$ cat src/rtl/row_sequencer.sv
// Four independent row sequencers: pop a row length, then issue one element request per nonzero.
// Optional ROW_SEQ_PREFETCH_EN pops the next length on the completing handshake of a row.
module row_sequencer #(
   parameter int LEN_W = 8,
   parameter int ROW_W = 16
) (
   input  logic               clk,
   input  logic               rst,
   input  logic [4*LEN_W-1:0] len_in,
   input  logic [3:0]         len_empty,
   output logic [3:0]         len_read,
   output logic [3:0]         elem_valid,
   input  logic [3:0]         elem_ready,
   output logic [3:0]         elem_last,
   output logic [4*ROW_W-1:0] row_idx,
   output logic [3:0]         row_done,
   output logic [3:0]         row_empty
);

   typedef enum logic [1:0] {IDLE, LOAD, RUN} state_t;

   for (genvar g = 0; g < 4; g++) begin : lane
      state_t           state;
      logic [LEN_W-1:0] cnt;
      logic [LEN_W-1:0] len;
      logic [ROW_W-1:0] idx;
      logic             done_q;
      logic             empty_q;
      logic             hs;
      logic             fin;
      logic             pop;

      assign len = len_in[g*LEN_W +: LEN_W];
      assign hs  = (state == RUN) && elem_ready[g];
      assign fin = hs && (cnt == LEN_W'(1));

      // rst gating keeps the pop request low while reset holds the lane in IDLE
`ifdef ROW_SEQ_PREFETCH_EN
      assign pop = rst && !len_empty[g] && ((state == IDLE) || fin);
`else
      assign pop = rst && !len_empty[g] && (state == IDLE);
`endif

      assign len_read[g]   = pop;
      assign elem_valid[g] = (state == RUN);
      assign elem_last[g]  = (state == RUN) && (cnt == LEN_W'(1));
      assign row_done[g]   = done_q;
      assign row_empty[g]  = empty_q;
      assign row_idx[g*ROW_W +: ROW_W] = idx;

      always_ff @(posedge clk or negedge rst) begin
         if (!rst) begin
            state   <= IDLE;
            cnt     <= '0;
            idx     <= '0;
            done_q  <= 1'b0;
            empty_q <= 1'b0;
         end else begin
            done_q  <= 1'b0;
            empty_q <= 1'b0;
            case (state)
               IDLE: begin
                  if (pop) state <= LOAD;
               end
               LOAD: begin
                  cnt <= len;
                  if (len == '0) begin
                     state   <= IDLE;
                     idx     <= idx + ROW_W'(1);
                     done_q  <= 1'b1;
                     empty_q <= 1'b1;
                  end else begin
                     state <= RUN;
                  end
               end
               RUN: begin
                  if (hs) begin
                     cnt <= cnt - LEN_W'(1);
                     if (fin) begin
                        idx    <= idx + ROW_W'(1);
                        done_q <= 1'b1;
                        state  <= pop ? LOAD : IDLE;
                     end
                  end
               end
               default: state <= IDLE;
            endcase
         end
      end
   end

endmodule

$ cat config.mk
export PLATFORM = sky130hd
export DESIGN_NAME = row_sequencer
export DESIGN_NICKNAME = d
export VERILOG_FILES = /design/src/rtl/row_sequencer.sv
export SDC_FILE = /design/constraint.sdc
export NUM_CORES = 1
export LEC_CHECK = 0
export CORE_MARGIN = 2
export CORE_UTILIZATION = 25
export DETAILED_ROUTE_END_ITERATION = 7
export GPL_TIMING_DRIVEN = 0
export PLACE_DENSITY = 0.45
export SLEW_MARGIN = 20
export SYNTH_ARGS = -nofsm -noshare
export SYNTH_HDL_FRONTEND = slang
export SYNTH_SLANG_ARGS = --single-unit
$ cat constraint.sdc
create_clock -name clk -period 3.3 [get_ports clk]
set_clock_uncertainty 0.2 [all_clocks]
set_input_delay 0.825 -clock clk [delete_from_list [all_inputs] [get_ports clk]]
set_output_delay 0.825 -clock clk [all_outputs]
set_load 0.005 [all_outputs]
==> impl_metrics.csv <==
group,metric,value,unit
worst_setup_path,cp.required,2270,ps
synth,synthesis.nets,692,
timing,rsz0062_at_grt,"false",
detailed_routing,drc,0,
grt,track_usage,12.4,%
timing,setup_viol,0,
worst_setup_path,crit_fanout,2,
detailed_routing,ant_nets,0,
clock_network,clkLatencyLatePin,350,ps
die,die_width,161,µm
clock_network,clockBufferDepth,2,
place,post-place-ws,-204,ps
place,io_buffers,125,
detailed_routing,first_iter_violations,170,
synth,synth_cells,618,
die,core-area,0.0242,mm²
power_and_ir_drop,power_leakage,3.44,nW
worst_setup_path,worst_r2r_endpoint,"lane[3].idx[11]",
grt,grt.overflow.total,0,
synth,ys.warnings.count,0,
timing,slew_headroom,45.9,%
flow_run,drv_cap,0,
worst_setup_path,r2r_start,"lane[3].cnt[4]",
worst_setup_path,worstPathArrival,2160,ps
grt,grt_pass1_wl,25.9,mm
outcome,outcome,"finished clean",
finish,nets,828,
clock_network,htreeDepth,3,
synth,ys_ff_latch,112,
power_and_ir_drop,peakVddDrop,0.000268,V
min_path,hold_path_class,"input pin to asynchronous set/reset pin",
worst_setup_path,endpoint,"len_read[1]",
worst_setup_path,worstSetupPathType,"input pin to primary output",
synth,synth-async-reset-ratio,100,%
synth,synth-main-ff-cell,"dfrtp_1",
clock_network,root_buffer,"clkbuf_16",
detailed_routing,drt-vias-per-instance,4.47,
worst_setup_path,crit_path_start,"len_empty[1]",
timing,finalCritPeriodShare,96.4,%
detailed_routing,dr.pass1.iters,4,
synth,synth_seq_area_share,45.7,%
timing,layout_setup_ws,118,ps
synth,syn_area_per_cell,9.93,µm²
finish,area_delta_synth_final,35.1,%
synth,synth_edf_count,0,
grt,antenna_found_initial,0,
die,num_io_pins,126,
detailed_routing,vias,4846,
clock_network,clkTransAtPathRegs,80,ps
finish,final_util,34.3,%
timing,min_period,3180,ps
clock_network,cts_buffers,9,
grt,grt_pass1_vias,4883,
place,place_inst,1068,
die,die_h,161,µm
detailed_routing,wire_per_inst,14.3,µm
worst_setup_path,end_kind,"primary output",
die,die_area,0.0258,mm²
finish,final_cell_mix,"clkdlybuf4s50_1, dfrtp_1, nand2_1",
timing,max_freq,314,MHz
clock_network,cts_tree,"done",
finish,n_antenna_cell,0,
power_and_ir_drop,powerDensity,708,mW/mm²
die,num_rows,57,
synth,ys_types,54,
worst_setup_path,crit_path_start_kind,"input pin",
detailed_routing,wl,15.5,mm
synth,syn_area,0.00614,mm²
timing,finalMaxSlewViolations,0,
timing,worst_pin_slew,805,ps
timing,hold_viol,0,
finish,drive_gt1_share,8.04,%
worst_setup_path,reg2reg_slack,650,ps
worst_setup_path,r2r_cells,5,
grt,grt_start_max_net_pins,36,
place,finalWeightedCongestion,0.785,
place,hpwlAfterDp,11.1,mm
die,start_util,25.4,%
finish,layout_commonest_cell,"clkdlybuf4s50_1",
clock_network,clock_sinks,112,
finish,stdcell_count,1083,
-- cells in the mapped netlist (all sizes together) (16+ instances only) --
cell | number | share of area, %
buf | 16 | 1.7
xnor2 | 48 | 6.9
dfrtp | 112 | 46
xor2 | 31 | 4.4
a21oi | 22 | 1.8
nor3 | 26 | 2.1
ha | 32 | 6.5
nand2 | 51 | 3.1
inv | 34 | 2.1
o21ai | 20 | 1.7
nand3 | 30 | 2.4
nor2 | 35 | 2.1
-- flip-flops by register name, summed over array words and instances (netlist names) --
signal and count:
lane.state 8, lane.empty_q 4, lane.cnt 32, lane.done_q 4, lane.idx 64
-- where the power goes --
part / total [mW] / switching [mW] / internal [mW]
sequential: 2.23 / 0.473 / 1.76
clock: 1.18 / 0.541 / 0.638
combinational: 2.46 / 1.25 / 1.21
total: 5.87 / 2.26 / 3.61
-- how the worst min path moves through the flow --
stage | from | endpoint | slack (ps) | cells past startpoint
final | rst | lane[1].done_q | 100 | 1
after global routing | rst | lane[1].done_q | 80 | 1
after CTS | rst | lane[1].done_q | 80 | 1
after detailed placement | lane[2].idx[15] | lane[2].idx[15] | 260 | 1
after global placement | lane[1].idx[15] | lane[1].idx[15] | 260 | 1
after floorplan | lane[0].idx[15] | lane[0].idx[15] | 260 | 1
-- through the flow --
step	power [mW]	hold slack (ps)	TNS (ps)	instance area [µm²]
2_1_floorplan	3.77	265	0	6140
3_3_place_gp	4.70	262	-485840	7790
3_5_place_dp	4.69	258	-2170	7830
4_1_cts	5.96	76.2	0	8270
5_1_grt	6.36	78.7	0	8290
6_report	5.87	97.9	0	8290
-- critical path, stage by stage --
cell	delay [ps]
clkdlybuf4s50_1	440
nor3b_1	230
buf_4	150
clkdlybuf4s50_1	510
-- logic make-up after synthesis --
kind of cell               count (synthesis)  synth area share, %
and+or+nand+nor                          228                 19.5
DFF                                      112                 45.7
AOI/OAI and AO/OA                         89                 9.93
xor gates and xnor gates                  79                 11.3
buffers and inverters                     64                 4.67
adders and majority gates                 32                 6.52
muxes                                     14                 2.41
-- area by class of cell --
cell class | count | area, µm²
Multi-Input combinational cell | 442 | 3110
Clock buffer | 11 | 253
Buffer | 25 | 148
Sequential cell | 112 | 2800
Timing Repair Buffer | 129 | 1370
Clock inverter | 5 | 63.8
Tap cell | 324 | 405
Fill cell | 2505 | 15900
Inverter | 35 | 140
-- per-layer routing --
metal	up-vias	share of wire (%)	track usage, %
li1	2406	-	-
met1	2326	48	17.0
met2	98	46	19.8
met3	16	4.1	2.66
met4	0	1.5	3.69
met5	-	0	0
-- timing repair --
action                     4_1_cts  5_1_grt
cloned                           2        0
setup endpoints to repair        7        7
hold buffers                     0        0
setup buffers                    1        0
resized for setup               13        8
(Power assumes the default switching activity.)
==> RTL edit 1, RTL diff (same flow settings) <==
The parameter `LEN_W` goes from 8 to 16.
--- a/src/rtl/row_sequencer.sv
+++ b/src/rtl/row_sequencer.sv
@@ -1,7 +1,7 @@
 // Four independent row sequencers: pop a row length, then issue one element request per nonzero.
 // Optional ROW_SEQ_PREFETCH_EN pops the next length on the completing handshake of a row.
 module row_sequencer #(
-   parameter int LEN_W = 8,
+   parameter int LEN_W = 16,
    parameter int ROW_W = 16
 ) (
    input  logic               clk,
Ports: changed (resized len_in); port bits go from 126 to 158. The function was not compared with the original's and may differ.
==> RTL edit 1 against the unedited design <==
Total power is 39% higher. Final area is 38% higher. Clock power is 64% higher. Worst setup slack worse by 0.079 ns. Synthesized area is 35% higher. Wire length is 63% higher. Hold slack worse by 0.041 ns. Sequential cell count is 32 higher.
==> RTL edit 1: results (changes against the unedited design) <==
Detailed routing
  • Detailed-route wire length per cell: 16.4 um (was 14.3 um)
  • DRT Pass-1 Iters: 6 (was 4)
  • Met1 wire length: 12,400 um (was 7480 um)

Clocking
  • CTS H-tree depth: 4 (was 3)
  • TritonCTS buffer count: 17 (was 9)
  • Worst skew pair latency: 0.44 ns (was 0.35 ns)

Global route
  • Tot GR Track Use: 0.149 (was 0.124)
  • Met2 Usage GRT: 0.230 (was 0.198)
  • GR Util met1: 0.207 (was 0.170)

Setup path
  • FF-to-FF End: lane[2].idx[8] (was lane[3].idx[11])
  • Reg2reg start: lane[2].cnt[8] (was lane[3].cnt[4])
  • CP startpoint: lane[0].cnt[2] (was len_empty[1])
  • R2r worst-path depth: 13 (was 5)
  • FF-to-FF setup slack: 0.13 ns (was 0.65 ns)

Timing
  • Final hold slack: 0.0574 ns (was 0.0979 ns)
  • Worst-margin pin slew: 0.904 ns (was 0.805 ns)

Placement
  • RD Place Congestion: 0.787 (was 0.785)
  • Hpwl dp: 17,500 um (was 11,100 um)
  • Area after DPL: 0.0104 mm^2 (was 0.00783 mm^2)
  • Dpl ws: -0.404 ns (was -0.204 ns)

Finish
  • Final nets: 1,184 (was 828)
  • Fill cells: 3,394 (was 2,505)
  • Share of cells above drive strength 1: 0.125 (was 0.0804)
  • Post-route insts no fill: 1,536 (was 1,083)

Yosys
  • Sequential share of the synthesized area: 0.435 (was 0.457)
  • Syn Area/Cell: 9.50 um^2 (was 9.93 um^2)
  • Mapped Nets: 974 (was 692)
  • Synth cell types: 65 (was 54)

Run status
  • Status: complete, no violations (unchanged)
[RTL edit 1: logic make-up (layout without fill, tap and decap cells)]
kind of cell	Yosys count	after routing	share of synthesized area
AOI/OAI and AO/OA	155	155	0.123
xor gates and xnor gates	80	80	0.0847
buffers and inverters	82	305	0.0435
DFF	144	144	0.435
adders and majority gates	29	29	0.0438
muxes	20	20	0.0252
and+or+nand+nor	361	361	0.244
[RTL edit 1: timing repair]
action | CTS | global route
pin swaps | 8 | 3
endpoints found under the setup margin | 8 | 9
gates cloned | 2 | 1
setup buffers | 33 | 2
gates resized for setup | 37 | 6
[RTL edit 1: how the worst max path moves through the flow]
stage | to | slack, ns
floorplan | lane[3].cnt[13] | 0.50
global placement | len_read[2] | -6.47
detailed placement | len_read[1] | -0.40
CTS | elem_last[1] | 0.02
global route | elem_last[0] | -0.02
finish | elem_last[0] | 0.04
[RTL edit 1: where the power goes]
group	switching, mW	leakage (nW)	internal (mW)	total [mW]
registers	0.615	1.81	2.31	2.92
clock network	0.825	0.274	1.11	1.94
logic	1.75	2.60	1.56	3.31
total	3.19	4.68	4.98	8.16
[RTL edit 1: area by class of cell]
cell class | count | area [um^2] | area share
multi-input cells | 645 | 4420 | 0.386
flip-flops and latches | 144 | 3610 | 0.315
repair buffers | 195 | 1950 | 0.170
well taps | 442 | 553 | 0.0483
clock buffers | 19 | 433 | 0.0378
plain buffers | 40 | 218 | 0.0190
inverters | 38 | 143 | 0.0124
clock inverters | 13 | 138 | 0.0120
[RTL edit 1: worst max-delay path, stage by stage, from the launching register on]
cell and delay, ns:
dfrtp_2 0.43, or4_4 0.56, or4_4 0.57, nor2_1 0.11, buf_2 0.12
==> RTL edit 2, RTL diff (config.mk and constraints unchanged) <==
Without the edit above. Reset style: synchronous (`rst`), changed in one clocked block.
--- a/src/rtl/row_sequencer.sv
+++ b/src/rtl/row_sequencer.sv
@@ -48,7 +48,7 @@
       assign row_empty[g]  = empty_q;
       assign row_idx[g*ROW_W +: ROW_W] = idx;
 
-      always_ff @(posedge clk or negedge rst) begin
+      always_ff @(posedge clk) begin
          if (!rst) begin
             state   <= IDLE;
             cnt     <= '0;
Behaviour: differs if rst is asserted again (counterexample within 4 cycles, from zero or initial values and one cycle with rst low); with rst held inactive, the same outputs for 4 cycles.
==> RTL edit 2 against the unedited design <==
Non-clock buffer count rose by 15. Final area down 0.11%. Worst setup slack improved by 0.00065 ns. Synthesized area barely moved. Global-route usage rose by 2.1 points. Total power fell by 19%. Via count increased by 21%. Highest routed layer unchanged. First-iteration DRC count up 60%. Hold slack better by 0.19 ns. Sequential cell count did not move. Register-to-register slack worse by 0.17 ns. Wire length increased by 20%.
==> RTL edit 2: results (changes against the unedited design) <==
Detailed routing
  • Initial DRC count: 272 (was 170)
  • DRT Pass-1 Iters: 4 (unchanged)
  • DR vias/cell: 4.77 (was 4.47)
  • Detailed-route wire length per cell: 15.1 um (was 14.3 um)

Global route
  • Vias in the first global route: 5,662 (was 4,883)
  • Tot GR Track Use: 0.146 (was 0.124)
  • Pin count of the biggest net entering global routing: 18 (was 36)
  • Initial antenna violation count: 0 (unchanged)
  • Wire length of the first global-routing pass: 30,200 um (was 25,900 um)

Finish
  • Fill cells: 2,572 (was 2,505)
  • Post-route insts no fill: 1,232 (was 1,083)
  • Share of cells above drive strength 1: 0.0782 (was 0.0804)
  • Final nets: 977 (was 828)
  • ANT cells: 0 (unchanged)

Setup path
  • Arrival time at the worst endpoint: 2.16 ns (about the same)
  • CP Max Fanout: 8 (was 2)
  • R2r worst-path depth: 5 (unchanged)

Placement
  • RD Place Congestion: 0.784 (was 0.785)
  • Hpwl dp: 13,600 um (was 11,100 um)

Timing
  • Relative slew margins: 0.478 (was 0.459)

Yosys
  • Sequential share of the synthesized area: 0.366 (was 0.457)
  • Synth Area in Compound Gates: 0.195 (was 0.0993)
  • Prevailing post-synth register cell: dfxtp_1 (was dfrtp_1)
  • Top post-synthesis cells by area: dfxtp_1 (37%), ha_1 (6.5%), a21oi_1 (5.4%) (was dfrtp_1 (46%), xnor2_1 (6.9%), ha_1 (6.5%))
  • Synth cell types: 53 (was 54)
  • Mapped Nets: 841 (was 692)
  • Syn Area/Cell: 8.00 um^2 (was 9.93 um^2)
  • Synthesis Warnings: 0 (unchanged)
  • Post-Synth XOR/XNOR Area: 0.0328 (was 0.113)
  • Area share of fa/ha/maj cells after synthesis: 0.0653 (was 0.0652)
  • Commonest cells in the netlist: dfxtp_1 (112), nor2_1 (84), a21oi_1 (66), nand2_1 (66), o21ai_0 (49) (was dfrtp_1 (112), nand2_1 (51), xnor2_1 (48))
  • Mux contribution to synthesized area: 0.0131 (was 0.0241)
  • Fraction of registers with async set/reset: 0 (was 1.00)

Pwr
  • Static Leak: 2.82 nW (was 3.44 nW)
  • Worst VDD drop: 210 uV (was 268 uV)

Hold path
  • Hold/Removal Path Class: register to register (was primary input to asynchronous set/reset pin)

Run status
  • Status: complete, no violations (unchanged)

Clocking
  • TritonCTS buffer count: 9 (unchanged)
[RTL edit 2: cell families after synthesis]
group	count (synthesis)
buf+inv	82
fa+ha+maj	32
xor+xnor	23
mux	8
simple gates	322
compound gates	188
flops	112
[RTL edit 2: worst max-delay path: stages, from the launching register on]
cell and delay (ns):
dfxtp_1 0.38, or4_4 0.60, nor4_4 0.27, clkdlybuf4s50_1 0.55
[RTL edit 2: metrics by stage]
| step | area (um^2) | utilization | setup slack (ns) | power [mW] |
|---|---|---|---|---|
| 4_1_cts | 8230 | 0.341 | 0.00124 | 4.79 |
| 5_1_grt | 8280 | 0.343 | -0.0114 | 5.11 |
| 2_1_floorplan | 6130 | - | 0.305 | 2.86 |
| 3_5_place_dp | 7790 | 0.322 | -0.778 | 3.35 |
| 6_report | 8280 | 0.343 | 0.118 | 4.77 |
| 3_3_place_gp | 7790 | 0.322 | -0.733 | 3.37 |
[RTL edit 2: worst paths after layout]
path / from / end / slack, ns
setup / recovery: lane[0].cnt[2] / elem_last[0] / 0.12
hold / removal: lane[0].idx[15] / lane[0].idx[15] / 0.29
setup reg to reg: lane[1].cnt[3] / lane[1].idx[15] / 0.48
hold reg to reg: lane[0].idx[15] / lane[0].idx[15] / 0.29
[RTL edit 2: where the power goes]
part           internal, mW  total (mW)  switching [mW]  leakage [nW]
clock network         0.838        1.37           0.532         0.182
registers              1.53        1.76           0.236         0.909
logic                 0.699        1.63           0.932          1.73
[RTL edit 2: cell type report]
type / instances / area [um^2] / share of cell area
sequential: 112 / 2240 / 0.271
multi-input combinational: 573 / 3640 / 0.439
timing repair buffer: 126 / 1250 / 0.151
tap: 324 / 405 / 0.0489
clock inverter: 6 / 130 / 0.0157
clock buffer: 10 / 239 / 0.0289
inverter: 38 / 145 / 0.0175
buffer: 43 / 229 / 0.0276
[RTL edit 2: timing repair]
item / in CTS / in global routing
setup buffers: 0 / 1
resized for setup: 21 / 13
pin swaps: 0 / 1
setup endpoints to repair: 19 / 18
endpoints found under the hold margin: 0 / 0
[RTL edit 2: routing by layer]
metal | vias up | track usage | share of wire
li1 | 3023 | - | -
met1 | 2708 | 0.193 | 0.49
met2 | 125 | 0.236 | 0.44
met3 | 18 | 0.0354 | 0.055
met4 | 0 | 0.0426 | 0.014
met5 | - | 0 | 0
